`src/rtl/memory_block_copier_pkg.sv`:
```
// memory_block_copier_pkg: shared widths, memory depth, FSM encoding and length clamp
package memory_block_copier_pkg;

    localparam int ADDR_W    = 5;
    localparam int DATA_W    = 8;
    localparam int LEN_W     = 6;
    localparam int MEM_DEPTH = 32;

    typedef enum logic [1:0] {
        IDLE  = 2'd0,
        READ  = 2'd1,
        WRITE = 2'd2,
        DONE  = 2'd3
    } state_e;

    // Lengths beyond the memory size would only revisit the same locations.
    function automatic logic [LEN_W-1:0] clamp_len(input logic [LEN_W-1:0] len);
        return (len > LEN_W'(MEM_DEPTH)) ? LEN_W'(MEM_DEPTH) : len;
    endfunction

endpackage

```
`src/rtl/memory_block_copier.sv`:
```
// memory_block_copier: bus initiator that copies or fills a block of the 32-byte memory
// Ports: clock/reset (async, active-low); start, fill_mode, src_addr, dst_addr, length,
// fill_value form the command; busy/done report progress; mem_* drive the memory bus.
module memory_block_copier
    import memory_block_copier_pkg::*;
(
    input  logic              clock,
    input  logic              reset,
    input  logic              start,
    input  logic              fill_mode,
    input  logic [ADDR_W-1:0] src_addr,
    input  logic [ADDR_W-1:0] dst_addr,
    input  logic [LEN_W-1:0]  length,
    input  logic [DATA_W-1:0] fill_value,
    output logic              busy,
    output logic              done,
    output logic [ADDR_W-1:0] mem_address,
    output logic              mem_read,
    output logic              mem_write,
    output logic [DATA_W-1:0] mem_wdata,
    input  logic [DATA_W-1:0] mem_rdata
);

    state_e            state_q, state_d;
    logic [ADDR_W-1:0] src_q, src_d, dst_q, dst_d;
    logic [LEN_W-1:0]  len_q, len_d, i_q, i_d;
    logic              fill_q, fill_d;
    logic [DATA_W-1:0] fval_q, fval_d, buf_q, buf_d;
    logic [LEN_W-1:0]  i_next;
    logic [LEN_W-1:0]  len_clamped;

    assign i_next      = i_q + LEN_W'(1);
    assign len_clamped = clamp_len(length);

    always_ff @(posedge clock or negedge reset) begin
        if (!reset) begin
            state_q <= IDLE;
            src_q   <= '0;
            dst_q   <= '0;
            len_q   <= '0;
            i_q     <= '0;
            fill_q  <= 1'b0;
            fval_q  <= '0;
            buf_q   <= '0;
        end else begin
            state_q <= state_d;
            src_q   <= src_d;
            dst_q   <= dst_d;
            len_q   <= len_d;
            i_q     <= i_d;
            fill_q  <= fill_d;
            fval_q  <= fval_d;
            buf_q   <= buf_d;
        end
    end

    always_comb begin
        state_d = state_q;
        src_d   = src_q;
        dst_d   = dst_q;
        len_d   = len_q;
        i_d     = i_q;
        fill_d  = fill_q;
        fval_d  = fval_q;
        buf_d   = buf_q;
        case (state_q)
            IDLE: if (start) begin
                src_d   = src_addr;
                dst_d   = dst_addr;
                len_d   = len_clamped;
                fill_d  = fill_mode;
                fval_d  = fill_value;
                i_d     = '0;
                state_d = (len_clamped == '0) ? DONE : fill_mode ? WRITE : READ;
            end
            READ: begin
                buf_d   = mem_rdata;
                state_d = WRITE;
            end
            WRITE: begin
                i_d     = i_next;
                state_d = (i_next == len_q) ? DONE : fill_q ? WRITE : READ;
            end
            default: state_d = IDLE;
        endcase
    end

    // Outputs depend only on registered state, so command inputs never reach the bus directly.
    assign busy        = (state_q == READ) || (state_q == WRITE);
    assign done        = (state_q == DONE);
    assign mem_read    = (state_q == READ);
    assign mem_write   = (state_q == WRITE);
    assign mem_address = (state_q == READ)  ? src_q + i_q[ADDR_W-1:0] :
                         (state_q == WRITE) ? dst_q + i_q[ADDR_W-1:0] : '0;
    assign mem_wdata   = (state_q == WRITE) ? (fill_q ? fval_q : buf_q) : '0;

endmodule
```
`config.mk`:
```
export PLATFORM = sky130hd
export DESIGN_NAME = memory_block_copier
export DESIGN_NICKNAME = d
export VERILOG_FILES = /design/src/rtl/memory_block_copier_pkg.sv /design/src/rtl/memory_block_copier.sv
export SDC_FILE = /design/constraint.sdc
export NUM_CORES = 1
export LEC_CHECK = 0
export ABC_AREA = 1
export BUFFER_PORTS_ARGS = -buffer_cell sky130_fd_sc_hd__buf_2
export CORE_MARGIN = 2
export CORE_UTILIZATION = 30
export CTS_CLUSTER_DIAMETER = 30
export DETAILED_ROUTE_END_ITERATION = 10
export GPL_TIMING_DRIVEN = 0
export PLACE_DENSITY = 0.56
export SKIP_CTS_REPAIR_TIMING = 1
export SLEW_MARGIN = 20
export SYNTH_ARGS = -nofsm -noshare
export SYNTH_HDL_FRONTEND = slang
export SYNTH_SLANG_ARGS = --single-unit
```
`constraint.sdc`:
```
create_clock -name clock -period 3.46 [get_ports clock]
set_input_delay 0.346 -clock clock [delete_from_list [all_inputs] [get_ports clock]]
set_output_delay 0.346 -clock clock [all_outputs]
set_load 0.005 [all_outputs]
```
==> results of run 1 <==
[layout make-up]
type / count / area [um^2]
clock buffer: 7 / 86.3
fill: 831 / 4860
tap: 102 / 128
inverter: 42 / 158
sequential: 41 / 1030
multi-input combinational: 219 / 1140
buffer: 9 / 35.0
timing repair buffer: 52 / 260
[state kept, by name, indices dropped and copies added (netlist names)]
signal / count
buf_q: 8
fval_q: 8
i_q: 6
len_q: 6
dst_q: 5
src_q: 5
state_q: 2
fill_q: 1
[how the worst max path moves through the flow]
stage | endpoint | from | cells after the start
finish | mem_address[4] | i_q[0]$_DFFE_PN0P_ | 9
global route | mem_address[4] | i_q[0]$_DFFE_PN0P_ | 9
CTS | mem_address[4] | i_q[0]$_DFFE_PN0P_ | 9
detailed placement | mem_address[4] | i_q[0]$_DFFE_PN0P_ | 9
global placement | mem_address[4] | i_q[0]$_DFFE_PN0P_ | 9
floorplan | mem_address[4] | i_q[0]$_DFFE_PN0P_ | 7
[cells in the mapped netlist]
library cell | number | area [um^2]
nand4_1 | 2 | 12.5
fa_1 | 2 | 40.0
o21ai_2 | 1 | 8.76
o21bai_1 | 1 | 7.51
nand3_2 | 1 | 10.0
clkbuf_1 | 8 | 30.0
xnor2_1 | 2 | 17.5
clkbuf_2 | 1 | 5.00
dfrtp_1 | 41 | 1030
nand3_1 | 20 | 100
o21ai_0 | 31 | 155
xor2_1 | 5 | 43.8
nand2_2 | 3 | 18.8
inv_1 | 41 | 154
o22ai_1 | 5 | 31.3
ha_1 | 13 | 163
nor2_1 | 10 | 37.5
nor2_4 | 1 | 11.3
a21oi_1 | 14 | 70.1
clkinv_1 | 1 | 3.75
nor2_2 | 2 | 12.5
nand2_1 | 106 | 398
[worst max-delay path, delay by kind of cell (launching register included)]
family                   cells  cell delay, ns
AO/OA/AOI/OAI                3            0.35
XOR/XNOR                     1            0.13
adder cells (fa/ha/maj)      2            0.60
buffers and inverters        2            0.20
flip-flops                   1            0.46
AND/OR/NAND/NOR              1            0.06
[cell families after synthesis]
kind of cell,after synthesis,synth area share
AO/OA/AOI/OAI,52,0.116
XOR/XNOR,7,0.0260
adder cells (fa/ha/maj),15,0.0860
buffers and inverters,51,0.0818
flip-flops,41,0.435
AND/OR/NAND/NOR,145,0.255
[power by group through the flow]
| stage | registers [mW] | clock network [mW] | logic (mW) |
|---|---|---|---|
| 2_1_floorplan | 0.815 | 0 | 0.794 |
| 3_3_place_gp | 0.856 | 0 | 1.10 |
| 3_5_place_dp | 0.862 | 0 | 1.12 |
| 4_1_cts | 0.855 | 0.326 | 1.13 |
| 5_1_grt | 0.883 | 0.348 | 1.31 |
| 6_report | 0.853 | 0.319 | 1.11 |
[metrics by stage]
step	total power, mW	instances	utilization
final	2.29	472	0.368
after global routing	2.54	472	0.368
after CTS	2.31	472	0.368
after detailed placement	1.98	465	0.357
after global placement	1.96	465	0.357
after floorplan	1.61	311	-
[routing by layer]
layer,wire length (um),track usage,vias to the layer above,share of wire
met2,2500,0.214,51,0.45
li1,-,-,1099,-
met5,0,0,-,0
met3,259,0.0285,2,0.047
met4,32,0.0331,0,0.0058
met1,2730,0.189,973,0.49
==> results.sh, run 1 <==
export IMPL_area_growth_synth_to_final_pct=20.1
export IMPL_post_route_drc_violation_count=0
export IMPL_vertical_die_dimension_um=92.6
export IMPL_final_period_minus_worst_setup_slack_ns=2.44
export IMPL_power_density_mw_per_mm2=807
export IMPL_yosysUniqueCellTypes=22
export IMPL_ys_ff_latch=41
export IMPL_pre_cts_slack_ns=1.32
export IMPL_gr_usage_all_layers=0.135
export IMPL_cpPeakStageDelay_ns=0.46
export IMPL_register_area_share_after_synthesis=0.435
export IMPL_crit_reg2reg_capture="i_q[5]$_DFFE_PN0P_"
export IMPL_nNetsFinal=421
export IMPL_floorplan_core_area_mm2=0.00769
export IMPL_timing_critical_path_from_type="register"
export IMPL_drt_first_iter_violations=77
export IMPL_worstPathMaxFanout=6
export IMPL_grt_pass1_wl_um=9120
export IMPL_outcome="finished clean"
export IMPL_rsz_0062_raised_after_global_routing="false"
export IMPL_sequentialPowerShare=0.373
export IMPL_dieArea_mm2=0.00858
export IMPL_syn_avg_cell_area_um2=7.58
export IMPL_grt_remaining_overflow=0
export IMPL_fin_ws_ns=1.02
export IMPL_die_w_um=92.6
export IMPL_syn_inst=311
export IMPL_rr_worst_depth=5
export IMPL_finalCritPeriodShare=0.704
export IMPL_insertedDiodeCount=0
export IMPL_number_of_max_slew_violations_in_the_final_report=0
export IMPL_netlist_area_mm2=0.00236
export IMPL_timing_clock_skew_ns=0.00139
export IMPL_yosys_warnings=0
export IMPL_place_detailed_hpwl_um=4370
export IMPL_worst_ep_required_time_ns=3.11
export IMPL_timing_hold_worst_class="input port to async pin"
export IMPL_numPortBuffers=52
export IMPL_tns_ns=0
export IMPL_worstMarginPinSlew_ns=0.898
export IMPL_power_frac_comb=0.487
export IMPL_dr_pass1_iters=5
export IMPL_p_sw_frac=0.436
export IMPL_detail_route_wirelength_um=5520
export IMPL_hold_fails_final_rpt=0
export IMPL_cap_violations=0
export IMPL_final_hold_worst_slack_ns=0.178
export IMPL_commonest_non_fill_non_tap_cell_in_the_layout="nand2_1"
export IMPL_timing_final_setup_violations=0
export IMPL_worstPathCellList="ha_1 > inv_1 > fa_1 > o21ai_0 > a21oi_1 > xnor2_1 > nand2_1 > o21ai_0 > buf_2"
export IMPL_timing_worst_setup_path_type="register to primary output"
export IMPL_finish_instance_area_mm2=0.00283
export IMPL_clock_tree_from_tritoncts="built"
export IMPL_post_place_cell_area_mm2=0.00274
export IMPL_initial_utilization=0.306
export IMPL_avgViaCountPerCell=4.50
export IMPL_detail_route_antenna_nets=0
export IMPL_cts_sinks=41
export IMPL_r2r_start="state_q[0]$_DFFE_PN0P_"
export IMPL_htree_levels=2
export IMPL_worst_setup_hold_path_clk_slew_ns=0.08
export IMPL_leakage_dissipation_nw=1.51
export IMPL_ir_drop_uv=302
export IMPL_slew_headroom=0.402
export IMPL_synth_net_count=362
export IMPL_setup_reg_to_reg_worst_slack_ns=1.64
export IMPL_clock_root_buffer="clkbuf_8"
export IMPL_cp_data_arrival_time_ns=2.09
export IMPL_routabilityCongestion=0.858
export IMPL_grt_pass1_vias=1933
export IMPL_clock_insertion_delay_worst_skew_ns=0.29
export IMPL_cp_end_kind="primary output"
export IMPL_num_io_pins=53
export IMPL_pwr_share_clk=0.140
export IMPL_worst_path_max_delay_cell="dfrtp_1"
export IMPL_rows=32
export IMPL_final_cell_mix="106 x nand2_1, 52 x buf_2, 41 x inv_1, 41 x dfrtp_1, 31 x o21ai_0"
export IMPL_cell_internal_pwr_mw=1.29
export IMPL_wl_per_cell_um=11.7
export IMPL_via_count=2125
export IMPL_clockBufferDepth=2
export IMPL_most_frequent_cell_on_the_critical_path="o21ai_0"
export IMPL_grt_antenna_before_repair=0
export IMPL_grt_start_max_net_pins=42
export IMPL_cts_made_buffers=5
export IMPL_achievable_frequency_mhz=410
export IMPL_final_layout_size_suffix_gt1_frac=0.181
export IMPL_switchingPower_mw=0.997
Power figures use the tool's default switching activity.
==> run 2, diff against run 1 <==
==> constraint.sdc (replaced) <==
create_clock -name clock -period 2.4 [get_ports clock]
set_input_delay 0.24 -clock clock [delete_from_list [all_inputs] [get_ports clock]]
set_output_delay 0.24 -clock clock [all_outputs]
set_load 0.005 [all_outputs]
==> results.sh, run 2 (synthesized netlist as in run 1, its figures left out) <==
export IMPL_cpPeakStageDelay_ns=0.42
export IMPL_commonest_non_fill_non_tap_cell_in_the_layout="nand2_1"
export IMPL_finalCritPeriodShare=0.928
export IMPL_outcome="finished clean"
export IMPL_cts_sinks=41
export IMPL_grt_pass1_wl_um=9120
export IMPL_crit_reg2reg_capture="i_q[5]$_DFFE_PN0P_"
export IMPL_sequentialPowerShare=0.370
export IMPL_grt_remaining_overflow=0
export IMPL_timing_hold_worst_class="input port to async pin"
export IMPL_timing_final_setup_violations=0
export IMPL_htree_levels=2
export IMPL_grt_pass1_vias=1933
export IMPL_num_io_pins=53
export IMPL_worstPathCellList="ha_1 > fa_1 > nand2_1 > nand2_1 > a21oi_1 > xor2_1 > o21ai_0 > buf_2"
export IMPL_setup_reg_to_reg_worst_slack_ns=0.58
export IMPL_numPlacedInstances=465
export IMPL_clockBufferDepth=2
export IMPL_routabilityCongestion=0.858
export IMPL_vertical_die_dimension_um=92.6
export IMPL_rows=32
export IMPL_insertedDiodeCount=0
export IMPL_clock_root_buffer="clkbuf_8"
export IMPL_place_detailed_hpwl_um=4370
export IMPL_numPortBuffers=52
export IMPL_cp_end_kind="primary output"
export IMPL_avgViaCountPerCell=4.49
export IMPL_worstMarginPinSlew_ns=0.900
export IMPL_timing_critical_path_from_type="register"
export IMPL_dieArea_mm2=0.00858
export IMPL_timing_worst_setup_path_type="register to primary output"
export IMPL_final_cell_mix="106 x nand2_1, 52 x buf_2, 41 x inv_1, 39 x dfrtp_1, 31 x o21ai_0"
export IMPL_r2r_start="state_q[0]$_DFFE_PN0P_"
export IMPL_pwr_share_clk=0.139
export IMPL_drt_first_iter_violations=76
export IMPL_cap_violations=0
export IMPL_timing_clock_skew_ns=0.00312
export IMPL_cts_made_buffers=5
export IMPL_number_of_max_slew_violations_in_the_final_report=0
export IMPL_hold_fails_final_rpt=0
export IMPL_switchingPower_mw=1.45
export IMPL_rr_worst_depth=5
export IMPL_slew_headroom=0.400
export IMPL_area_growth_synth_to_final_pct=20.6
export IMPL_detail_route_wirelength_um=5560
export IMPL_ir_drop_uv=430
export IMPL_wl_per_cell_um=11.7
export IMPL_final_period_minus_worst_setup_slack_ns=2.23
export IMPL_top_regs="buf_q: 8 flops, fval_q: 8 flops"
export IMPL_p_sw_frac=0.436
export IMPL_floorplan_core_area_mm2=0.00769
export IMPL_worst_path_max_delay_cell="dfrtp_2"
export IMPL_rsz_0062_raised_after_global_routing="false"
export IMPL_detail_route_antenna_nets=0
export IMPL_grt_start_max_net_pins=42
export IMPL_clock_insertion_delay_worst_skew_ns=0.29
export IMPL_cp_data_arrival_time_ns=1.99
export IMPL_final_layout_size_suffix_gt1_frac=0.189
export IMPL_leakage_dissipation_nw=1.51
export IMPL_power_density_mw_per_mm2=1170
export IMPL_most_frequent_cell_on_the_critical_path="nand2_1"
export IMPL_worst_setup_hold_path_clk_slew_ns=0.08
export IMPL_grt_antenna_before_repair=0
export IMPL_cell_internal_pwr_mw=1.87
export IMPL_initial_utilization=0.306
export IMPL_via_count=2126
export IMPL_gr_usage_all_layers=0.135
export IMPL_layout_cells_non_filler=473
export IMPL_power_frac_comb=0.490
export IMPL_achievable_frequency_mhz=449
export IMPL_nNetsFinal=422
export IMPL_worstPathMaxFanout=3
export IMPL_worst_ep_required_time_ns=2.16
export IMPL_tns_ns=0
export IMPL_post_route_drc_violation_count=0
export IMPL_die_w_um=92.6
export IMPL_clock_tree_from_tritoncts="built"
export IMPL_dr_pass1_iters=5
-- run 2: cell types whose count changed in the layout (fill, tap and decap cells not counted) --
cell / previous run / this run
buf_4: 0 / 1
dfrtp_1: 41 / 39
dfrtp_2: 0 / 2
-- run 2: worst max path at each step --
stage                  startpoint              to  slack, ns
2_1_floorplan  i_q[0]$_DFFE_PN0P_  mem_address[4]       0.64
3_3_place_gp   i_q[0]$_DFFE_PN0P_  mem_address[4]       0.33
3_5_place_dp   i_q[0]$_DFFE_PN0P_  mem_address[4]       0.37
4_1_cts        i_q[0]$_DFFE_PN0P_  mem_address[4]       0.03
5_1_grt        i_q[0]$_DFFE_PN0P_  mem_address[4]      0.004
6_report       i_q[0]$_DFFE_PN0P_  mem_address[4]       0.17
-- run 2: cell type report --
class | instances | area [um^2]
Tap cell | 102 | 128
Fill cell | 834 | 4850
Multi-Input combinational cell | 219 | 1140
Inverter | 42 | 158
Timing Repair Buffer | 53 | 268
Clock buffer | 7 | 86.3
Sequential cell | 41 | 1030
Buffer | 9 | 35.0
-- run 2: through the flow --
stage	total power [mW]	instance area, um^2	utilization	setup slack (ns)	hold slack (ns)
3_3_place_gp	2.83	2740	0.357	0.330	0.427
3_5_place_dp	2.86	2740	0.357	0.369	0.426
5_1_grt	3.68	2840	0.369	0.00376	0.136
4_1_cts	3.33	2830	0.368	0.0284	0.106
6_report	3.31	2840	0.369	0.172	0.0724
2_1_floorplan	2.32	2360	-	0.642	-0.0556
-- run 2: power groups by stage --
stage	clock [mW]	sequential [mW]	combinational, mW
after floorplan	0	1.17	1.15
after detailed placement	0	1.24	1.62
after global routing	0.502	1.27	1.91
after CTS	0.470	1.23	1.63
final	0.462	1.23	1.63
after global placement	0	1.23	1.59
-- run 2: worst max-delay path: cells and delay by family, from the launching register on --
family / cells / cell delay [ns]
compound gates: 2 / 0.24
xor+xnor: 1 / 0.15
fa+ha+maj: 2 / 0.60
buf+inv: 1 / 0.13
flops: 1 / 0.42
simple gates: 2 / 0.16
-- run 2: per-layer routing --
metal,share of wire,track usage,vias up
met3,0.061,0.0285,2
met1,0.48,0.189,968
met4,0.0058,0.0331,0
li1,-,-,1102
met5,0,0,-
met2,0.45,0.214,54
